<file path="src/rtl/iicmb_txn_sequencer.sv">
// Wishbone master that turns one-byte I2C requests into the IICMB register
// command sequence (enable, set bus, start, address, data, stop).
module iicmb_txn_sequencer #(
    parameter int WB_ADDR_WIDTH  = 2,
    parameter int WB_DATA_WIDTH  = 8,
    parameter int NUM_I2C_BUSSES = 1,
    parameter int TIMEOUT_CYCLES = 100000,
    localparam int BW = (NUM_I2C_BUSSES > 1) ? $clog2(NUM_I2C_BUSSES) : 1
) (
    input  logic                     clk_i,
    input  logic                     rst_i,
    input  logic                     req_valid_i,
    output logic                     req_ready_o,
    input  logic [BW-1:0]            req_bus_i,
    input  logic [6:0]               req_addr_i,
    input  logic                     req_rw_i,
    input  logic [7:0]               req_wdata_i,
    output logic                     rsp_valid_o,
    output logic [7:0]               rsp_rdata_o,
    output logic [2:0]               rsp_status_o,
    output logic                     busy_o,
    output logic                     cyc_o,
    output logic                     stb_o,
    output logic                     we_o,
    output logic [WB_ADDR_WIDTH-1:0] adr_o,
    output logic [WB_DATA_WIDTH-1:0] dat_o,
    input  logic [WB_DATA_WIDTH-1:0] dat_i,
    input  logic                     ack_i,
    input  logic                     irq_i
);

    localparam int TW = $clog2(TIMEOUT_CYCLES + 1);
    localparam logic [TW-1:0] TMO_LAST = TW'(TIMEOUT_CYCLES - 1);

    localparam logic [WB_ADDR_WIDTH-1:0] ADR_CSR  = WB_ADDR_WIDTH'(0);
    localparam logic [WB_ADDR_WIDTH-1:0] ADR_DPR  = WB_ADDR_WIDTH'(1);
    localparam logic [WB_ADDR_WIDTH-1:0] ADR_CMDR = WB_ADDR_WIDTH'(2);

    localparam logic [7:0] CSR_ENABLE  = 8'hC0;
    localparam logic [7:0] CMD_WRITE   = 8'h01;
    localparam logic [7:0] CMD_READ    = 8'h03;
    localparam logic [7:0] CMD_START   = 8'h04;
    localparam logic [7:0] CMD_STOP    = 8'h05;
    localparam logic [7:0] CMD_SET_BUS = 8'h06;

    localparam logic [2:0] RSP_OK  = 3'd0;
    localparam logic [2:0] RSP_NAK = 3'd1;
    localparam logic [2:0] RSP_AL  = 3'd2;
    localparam logic [2:0] RSP_ERR = 3'd3;
    localparam logic [2:0] RSP_TMO = 3'd4;

    typedef enum logic [2:0] {
        ST_INIT, ST_IDLE, ST_STEP, ST_BUS, ST_WAIT, ST_STATUS, ST_RSP
    } state_t;

    // Each step is one Wishbone access; *_CMD steps are CMDR writes followed by an irq wait.
    typedef enum logic [3:0] {
        STP_CSR, STP_BUS_DPR, STP_BUS_CMD, STP_START_CMD, STP_ADDR_DPR,
        STP_ADDR_CMD, STP_DATA_DPR, STP_DATA_CMD, STP_READ_DPR, STP_STOP_CMD
    } step_t;

    state_t          state;
    step_t           step;
    logic            inited;
    logic [TW-1:0]   tmo_cnt;
    logic [BW-1:0]   bus_q;
    logic [6:0]      addr_q;
    logic            rw_q;
    logic [7:0]      wdata_q;
    logic [7:0]      rdata_q;
    logic [2:0]      pend_status;

    always_ff @(posedge clk_i) begin
        if (rst_i) begin
            state        <= ST_INIT;
            step         <= STP_CSR;
            inited       <= 1'b0;
            tmo_cnt      <= '0;
            bus_q        <= '0;
            addr_q       <= '0;
            rw_q         <= 1'b0;
            wdata_q      <= '0;
            rdata_q      <= '0;
            pend_status  <= RSP_OK;
            req_ready_o  <= 1'b0;
            rsp_valid_o  <= 1'b0;
            rsp_rdata_o  <= '0;
            rsp_status_o <= '0;
            busy_o       <= 1'b0;
            cyc_o        <= 1'b0;
            stb_o        <= 1'b0;
            we_o         <= 1'b0;
            adr_o        <= '0;
            dat_o        <= '0;
        end else begin
            case (state)
                ST_INIT: begin
                    step  <= STP_CSR;
                    state <= ST_STEP;
                end

                ST_IDLE: begin
                    if (req_valid_i && req_ready_o) begin
                        bus_q       <= req_bus_i;
                        addr_q      <= req_addr_i;
                        rw_q        <= req_rw_i;
                        wdata_q     <= req_wdata_i;
                        rdata_q     <= '0;
                        pend_status <= RSP_OK;
                        req_ready_o <= 1'b0;
                        busy_o      <= 1'b1;
                        step        <= inited ? STP_BUS_DPR : STP_CSR;
                        state       <= ST_STEP;
                    end
                end

                ST_STEP: begin
                    cyc_o <= 1'b1;
                    stb_o <= 1'b1;
                    we_o  <= 1'b1;
                    adr_o <= ADR_CMDR;
                    dat_o <= '0;
                    state <= ST_BUS;
                    case (step)
                        STP_CSR: begin
                            adr_o <= ADR_CSR;
                            dat_o <= WB_DATA_WIDTH'(CSR_ENABLE);
                        end
                        STP_BUS_DPR: begin
                            adr_o <= ADR_DPR;
                            dat_o <= WB_DATA_WIDTH'(bus_q);
                        end
                        STP_BUS_CMD:   dat_o <= WB_DATA_WIDTH'(CMD_SET_BUS);
                        STP_START_CMD: dat_o <= WB_DATA_WIDTH'(CMD_START);
                        STP_ADDR_DPR: begin
                            adr_o <= ADR_DPR;
                            dat_o <= WB_DATA_WIDTH'({addr_q, rw_q});
                        end
                        STP_ADDR_CMD:  dat_o <= WB_DATA_WIDTH'(CMD_WRITE);
                        STP_DATA_DPR: begin
                            adr_o <= ADR_DPR;
                            dat_o <= WB_DATA_WIDTH'(wdata_q);
                        end
                        STP_DATA_CMD:  dat_o <= WB_DATA_WIDTH'(rw_q ? CMD_READ : CMD_WRITE);
                        STP_READ_DPR: begin
                            we_o  <= 1'b0;
                            adr_o <= ADR_DPR;
                        end
                        default:       dat_o <= WB_DATA_WIDTH'(CMD_STOP);
                    endcase
                end

                // Controls drop on the edge that sees ack, which also gives the idle gap.
                ST_BUS: begin
                    if (ack_i) begin
                        cyc_o <= 1'b0;
                        stb_o <= 1'b0;
                        we_o  <= 1'b0;
                        state <= ST_STEP;
                        case (step)
                            STP_CSR: begin
                                inited <= 1'b1;
                                if (busy_o) begin
                                    step <= STP_BUS_DPR;
                                end else begin
                                    req_ready_o <= 1'b1;
                                    state       <= ST_IDLE;
                                end
                            end
                            STP_BUS_DPR:  step <= STP_BUS_CMD;
                            STP_ADDR_DPR: step <= STP_ADDR_CMD;
                            STP_DATA_DPR: step <= STP_DATA_CMD;
                            STP_READ_DPR: begin
                                rdata_q <= dat_i[7:0];
                                step    <= STP_STOP_CMD;
                            end
                            default: begin
                                tmo_cnt <= '0;
                                state   <= ST_WAIT;
                            end
                        endcase
                    end
                end

                ST_WAIT: begin
                    if (irq_i) begin
                        cyc_o <= 1'b1;
                        stb_o <= 1'b1;
                        we_o  <= 1'b0;
                        adr_o <= ADR_CMDR;
                        dat_o <= '0;
                        state <= ST_STATUS;
                    end else if (tmo_cnt == TMO_LAST) begin
                        inited       <= 1'b0;
                        rsp_valid_o  <= 1'b1;
                        rsp_status_o <= RSP_TMO;
                        rsp_rdata_o  <= '0;
                        state        <= ST_RSP;
                    end else begin
                        tmo_cnt <= tmo_cnt + 1'b1;
                    end
                end

                // Status priority: arbitration lost, then error, then NAK, then done.
                ST_STATUS: begin
                    if (ack_i) begin
                        cyc_o       <= 1'b0;
                        stb_o       <= 1'b0;
                        state       <= ST_RSP;
                        rsp_valid_o <= 1'b1;
                        rsp_rdata_o <= '0;
                        if (dat_i[5]) begin
                            rsp_status_o <= RSP_AL;
                        end else if (dat_i[4]) begin
                            rsp_status_o <= RSP_ERR;
                        end else if (dat_i[6]) begin
                            if (step == STP_ADDR_CMD || (step == STP_DATA_CMD && !rw_q)) begin
                                pend_status <= RSP_NAK;
                                step        <= STP_STOP_CMD;
                                rsp_valid_o <= 1'b0;
                                state       <= ST_STEP;
                            end else begin
                                rsp_status_o <= RSP_ERR;
                            end
                        end else if (dat_i[7]) begin
                            rsp_valid_o <= 1'b0;
                            state       <= ST_STEP;
                            case (step)
                                STP_BUS_CMD:   step <= STP_START_CMD;
                                STP_START_CMD: step <= STP_ADDR_DPR;
                                STP_ADDR_CMD:  step <= rw_q ? STP_DATA_CMD : STP_DATA_DPR;
                                STP_DATA_CMD:  step <= rw_q ? STP_READ_DPR : STP_STOP_CMD;
                                STP_STOP_CMD: begin
                                    rsp_valid_o  <= 1'b1;
                                    rsp_status_o <= pend_status;
                                    rsp_rdata_o  <= (pend_status == RSP_OK && rw_q) ? rdata_q : 8'h00;
                                    state        <= ST_RSP;
                                end
                                default: begin
                                    rsp_valid_o  <= 1'b1;
                                    rsp_status_o <= RSP_ERR;
                                    state        <= ST_RSP;
                                end
                            endcase
                        end else begin
                            rsp_status_o <= RSP_ERR;
                        end
                    end
                end

                ST_RSP: begin
                    rsp_valid_o  <= 1'b0;
                    rsp_rdata_o  <= '0;
                    rsp_status_o <= '0;
                    busy_o       <= 1'b0;
                    req_ready_o  <= 1'b1;
                    state        <= ST_IDLE;
                end

                default: state <= ST_INIT;
            endcase
        end
    end

endmodule

</file>
<file path="config.mk">
export PLATFORM = sky130hd
export DESIGN_NAME = iicmb_txn_sequencer
export DESIGN_NICKNAME = d
export VERILOG_FILES = /design/src/rtl/iicmb_txn_sequencer.sv
export SDC_FILE = /design/constraint.sdc
export NUM_CORES = 1
export LEC_CHECK = 0
export CORE_MARGIN = 4
export CORE_UTILIZATION = 35
export CTS_CLUSTER_SIZE = 12
export DETAILED_ROUTE_END_ITERATION = 12
export SLEW_MARGIN = 20
export SYNTH_ARGS = -nofsm -noshare
export SYNTH_HDL_FRONTEND = slang
export SYNTH_SLANG_ARGS = --single-unit
</file>
<file path="constraint.sdc">
create_clock -name clk_i -period 1.96 [get_ports clk_i]
set_input_delay 0.49 -clock clk_i [delete_from_list [all_inputs] [get_ports clk_i]]
set_output_delay 0.49 -clock clk_i [all_outputs]
set_load 0.02 [all_outputs]
</file>
==> out/qor.txt <==
post-route insts no fill -> 720
number of antenna violations at the first check in global routing -> 0
part of the power in the clock network -> 34.4%
most frequently used flop master after synthesis -> sky130_fd_sc_hd__dfxtp_1
series of cell instances along the critical path -> clkdlybuf4s50_1
number of enable flip-flop cells after synthesis -> 0
max capacitance violation total -> 0
clock transition time at the flip-flop clock pins of the worst setup and hold paths -> 0.08 ns
required time reported for the critical path endpoint -> 1.47 ns
Detailed Place HPWL -> 7.73 mm
final clock period utilization by the worst path -> 96.8%
area of the core -> 0.0105 mm^2
critical path's slowest cell -> sky130_fd_sc_hd__clkdlybuf4s50_1
GRT Overall Usage -> 17.0%
reg-to-reg endpoint -> step[2]
deepest clock path buffer count -> 2
worst-case vdd ir drop -> 0.000530 V
critical path peak fanout -> 5
total count of hold-check failures in the final report -> 0
proportion of register bits with asynchronous set or reset after synthesis -> 0%
detailed-route vias per instance -> 5.32
switch share -> 30.5%
Critical R2R Launch -> step[2]
Antenna Cells -> 0
sequential cell area fraction in the yosys report -> 40.4%
cell count after synthesis -> 475
Period minus WS final -> 1.90 ns
# placed instances -> 698
Filler Cell Count -> 1,036
final setup violation count -> 0
number of max-slew violations in the final report -> 0
area share of the leading cell type in the synthesized netlist -> 40.4%
Routability Congestion -> 0.842
total power per unit cell area -> 758 mW/mm^2
Arr. time, crit path -> 1.41 ns
floorplan die area -> 0.0126 mm^2
number of optimization iterations in the first detailed-route pass -> 5
final total power -> 0.00400 W
total of warnings raised by yosys -> 0
wire length of the first global-routing pass -> 17.8 mm
area of all placed cells without fillers -> 0.00528 mm^2
run status -> complete, no violations
number of buffer and inverter instances along the worst setup path -> 1
via count of the first global-routing pass -> 3,663
total routed wirelength -> 10.9 mm
clock latency at the later pin of the worst-skew pair -> 0.36 ns
Post-Route Setup TNS -> 0 ns
Yosys cell types -> 65
main area contributors after synthesis -> sky130_fd_sc_hd__dfxtp_1, sky130_fd_sc_hd__nand2_1, sky130_fd_sc_hd__a21oi_1
switching power total -> 0.00122 W
sequential power share -> 41.8%
Rel. slew slack -> 65.1%
maximum number of pins on one net before global-route repair -> 62
per-instance average area after synthesis -> 8.03 um^2
Final nets -> 612
TritonCTS buffer count -> 9
kind of end point of the critical path -> output pin
hold buffers post-CTS -> 0
count of H-tree levels built during CTS -> 3
CTS tree -> built
number of core rows -> 37
class of the most critical hold timing path -> reg2reg
routed length per instance -> 15.2 um
cell taking the most area after synthesis -> sky130_fd_sc_hd__dfxtp_1
timing startpoint of the critical path -> busy_o
delay of the slowest cell on the worst path -> 0.64 ns
P_int -> 0.00278 W
Synth Net Count -> 508
TritonCTS sink count -> 77
FMAX -> 0.527 GHz
final worst slack -> 0.0627 ns
worst setup path class -> reg2out
layout cell share with drive strength beyond 1 -> 19.2%
Crit. path cell count -> 1
actual slew at the worst max-slew pin -> 0.518 ns
number of synthesized register bits -> 77
area overhead of the layout relative to synthesis -> 38.3%
initial drt markers -> 300
worst-case clock skew -> 0.00756 ns
num ports -> 57
effective utilization at floorplan -> 36.5%
post-detailed-route DRC marker count -> 0
via count -> 3,831
die outline height -> 112 um
DP Area -> 0.00492 mm^2
Setup Slack @ Placement -> -0.464 ns
remaining global-route overflow -> 0
Comb power frac -> 23.8%
Static Leakage -> 1.93 nW
internal reg-to-reg setup slack -> 0.10 ns
width of the die -> 112 um
kind of launch point of the worst setup path -> flip-flop
number of cell instances on the worst register-to-register path -> 6
count of antenna-violating nets left after detailed routing -> 0
quantity of I/O buffers inserted on ports -> 56
post-synth design cell area -> 0.00382 mm^2
critical path endpoint -> busy_o
Clock Tree Root -> sky130_fd_sc_hd__clkbuf_8
Top Family by Delay on Critical Path -> buffers and inverters
routing by layer:
metal | wire length, um | vias to the layer above | GRT usage [%]
met1 | 4970 | 1837 | 22.0
met2 | 5440 | 75 | 28.7
met3 | 400 | 12 | 3.83
met4 | 136 | 0 | 3.85
li1 | - | 1907 | -
met5 | 0 | - | 0
stage by stage:
stage	hold WS, ns	util, %
after global placement	0.443	47.0
after global routing	0.475	50.4
after floorplan	0.432	-
final	0.455	50.4
after detailed placement	0.446	47.0
after CTS	0.458	49.3
how the worst min path moves through the flow:
stage | end | cells past startpoint | start
after detailed placement | rsp_rdata_o[5] | 2 | rsp_rdata_o[5]
final | rsp_rdata_o[5] | 2 | rsp_rdata_o[5]
after global routing | addr_q[0] | 2 | addr_q[0]
after floorplan | addr_q[0] | 2 | addr_q[0]
after CTS | rsp_rdata_o[5] | 2 | rsp_rdata_o[5]
after global placement | addr_q[3] | 2 | addr_q[3]
layout by cell type (no fill, tap or decap), types with 7 or more instances in the layout:
cell and instances:
sky130_fd_sc_hd__nand3_1 23, sky130_fd_sc_hd__nor2b_1 10, sky130_fd_sc_hd__nand2_1 72, sky130_fd_sc_hd__o21ai_0 13, sky130_fd_sc_hd__clkdlybuf4s50_1 53, sky130_fd_sc_hd__clkbuf_8 9
sky130_fd_sc_hd__nor3_1 9, sky130_fd_sc_hd__nor2_1 45, sky130_fd_sc_hd__dfxtp_1 72, sky130_fd_sc_hd__a22oi_1 15, sky130_fd_sc_hd__a21oi_1 42, sky130_fd_sc_hd__buf_4 63
sky130_fd_sc_hd__inv_1 9, sky130_fd_sc_hd__xor2_1 7
power groups by stage:
stage               sequential (W)  combinational (W)  clock [W]
floorplan                  0.00176           0.000505          0
global placement           0.00170           0.000930          0
detailed placement         0.00171           0.000931          0
CTS                        0.00167           0.000943    0.00141
global route               0.00168            0.00103    0.00146
finish                     0.00167           0.000952    0.00137
kinds of logic (layout without fill, tap and decap cells):
| kind of cell | after synthesis | count (layout) | synth area share, % |
|---|---|---|---|
| adder cells (fa/ha/maj) | 3 | 3 | 0.984 |
| buffers and inverters | 43 | 152 | 4.49 |
| flip-flops | 77 | 77 | 40.4 |
| AND/OR/NAND/NOR | 208 | 208 | 27.4 |
| multiplexers | 11 | 11 | 3.11 |
| XOR/XNOR | 13 | 13 | 2.98 |
| AO/OA/AOI/OAI | 120 | 120 | 20.6 |
cells in the mapped netlist, drive strengths merged, types with 5 or more instances:
library cell and count:
dfxtp 77, a21oi 42, clkbuf 26, nand2 72, nand4 5, a211oi 6, a22oi 15, xnor2 6
nand2b 5, a31oi 6, o21ai 15, nand3 23, nor2b 10, nor2 45, inv 11, buf 6
nor3 11, xor2 7, mux2 7
worst register-to-register path: stages (launching register included):
cell	delay, ns
sky130_fd_sc_hd__dfxtp_2	0.40
sky130_fd_sc_hd__buf_4	0.15
sky130_fd_sc_hd__mux2_1	0.31
sky130_fd_sc_hd__a32oi_1	0.27
sky130_fd_sc_hd__o21bai_1	0.13
sky130_fd_sc_hd__nand3_1	0.16
sky130_fd_sc_hd__mux2_1	0.33
flip-flops by register name (all words and copies together), names as in the netlist, 2 cells and up:
signal,count
dat_o,8
rsp_status_o,3
adr_o,2
state,3
tmo_cnt,17
addr_q,7
rdata_q,8
step,4
rsp_rdata_o,8
wdata_q,8
area by class of cell:
cell class	count	area, um^2	area share, %
clock buffers	10	128	2.42
clock inverters	6	93.8	1.78
inverters	11	41.3	0.782
multi-input cells	355	2180	41.2
flip-flops and latches	77	1550	29.3
well taps	136	170	3.22
repair buffers	125	1120	21.2
what timing repair did:
| action | in CTS | in global routing |
|---|---|---|
| resized for setup | 4 | 18 |
| pin swaps | 0 | 8 |
| gates cloned | 0 | 1 |
| setup endpoints to repair | 7 | 24 |
| buffers inserted | 0 | 5 |
Power figures use the tool's default switching activity.
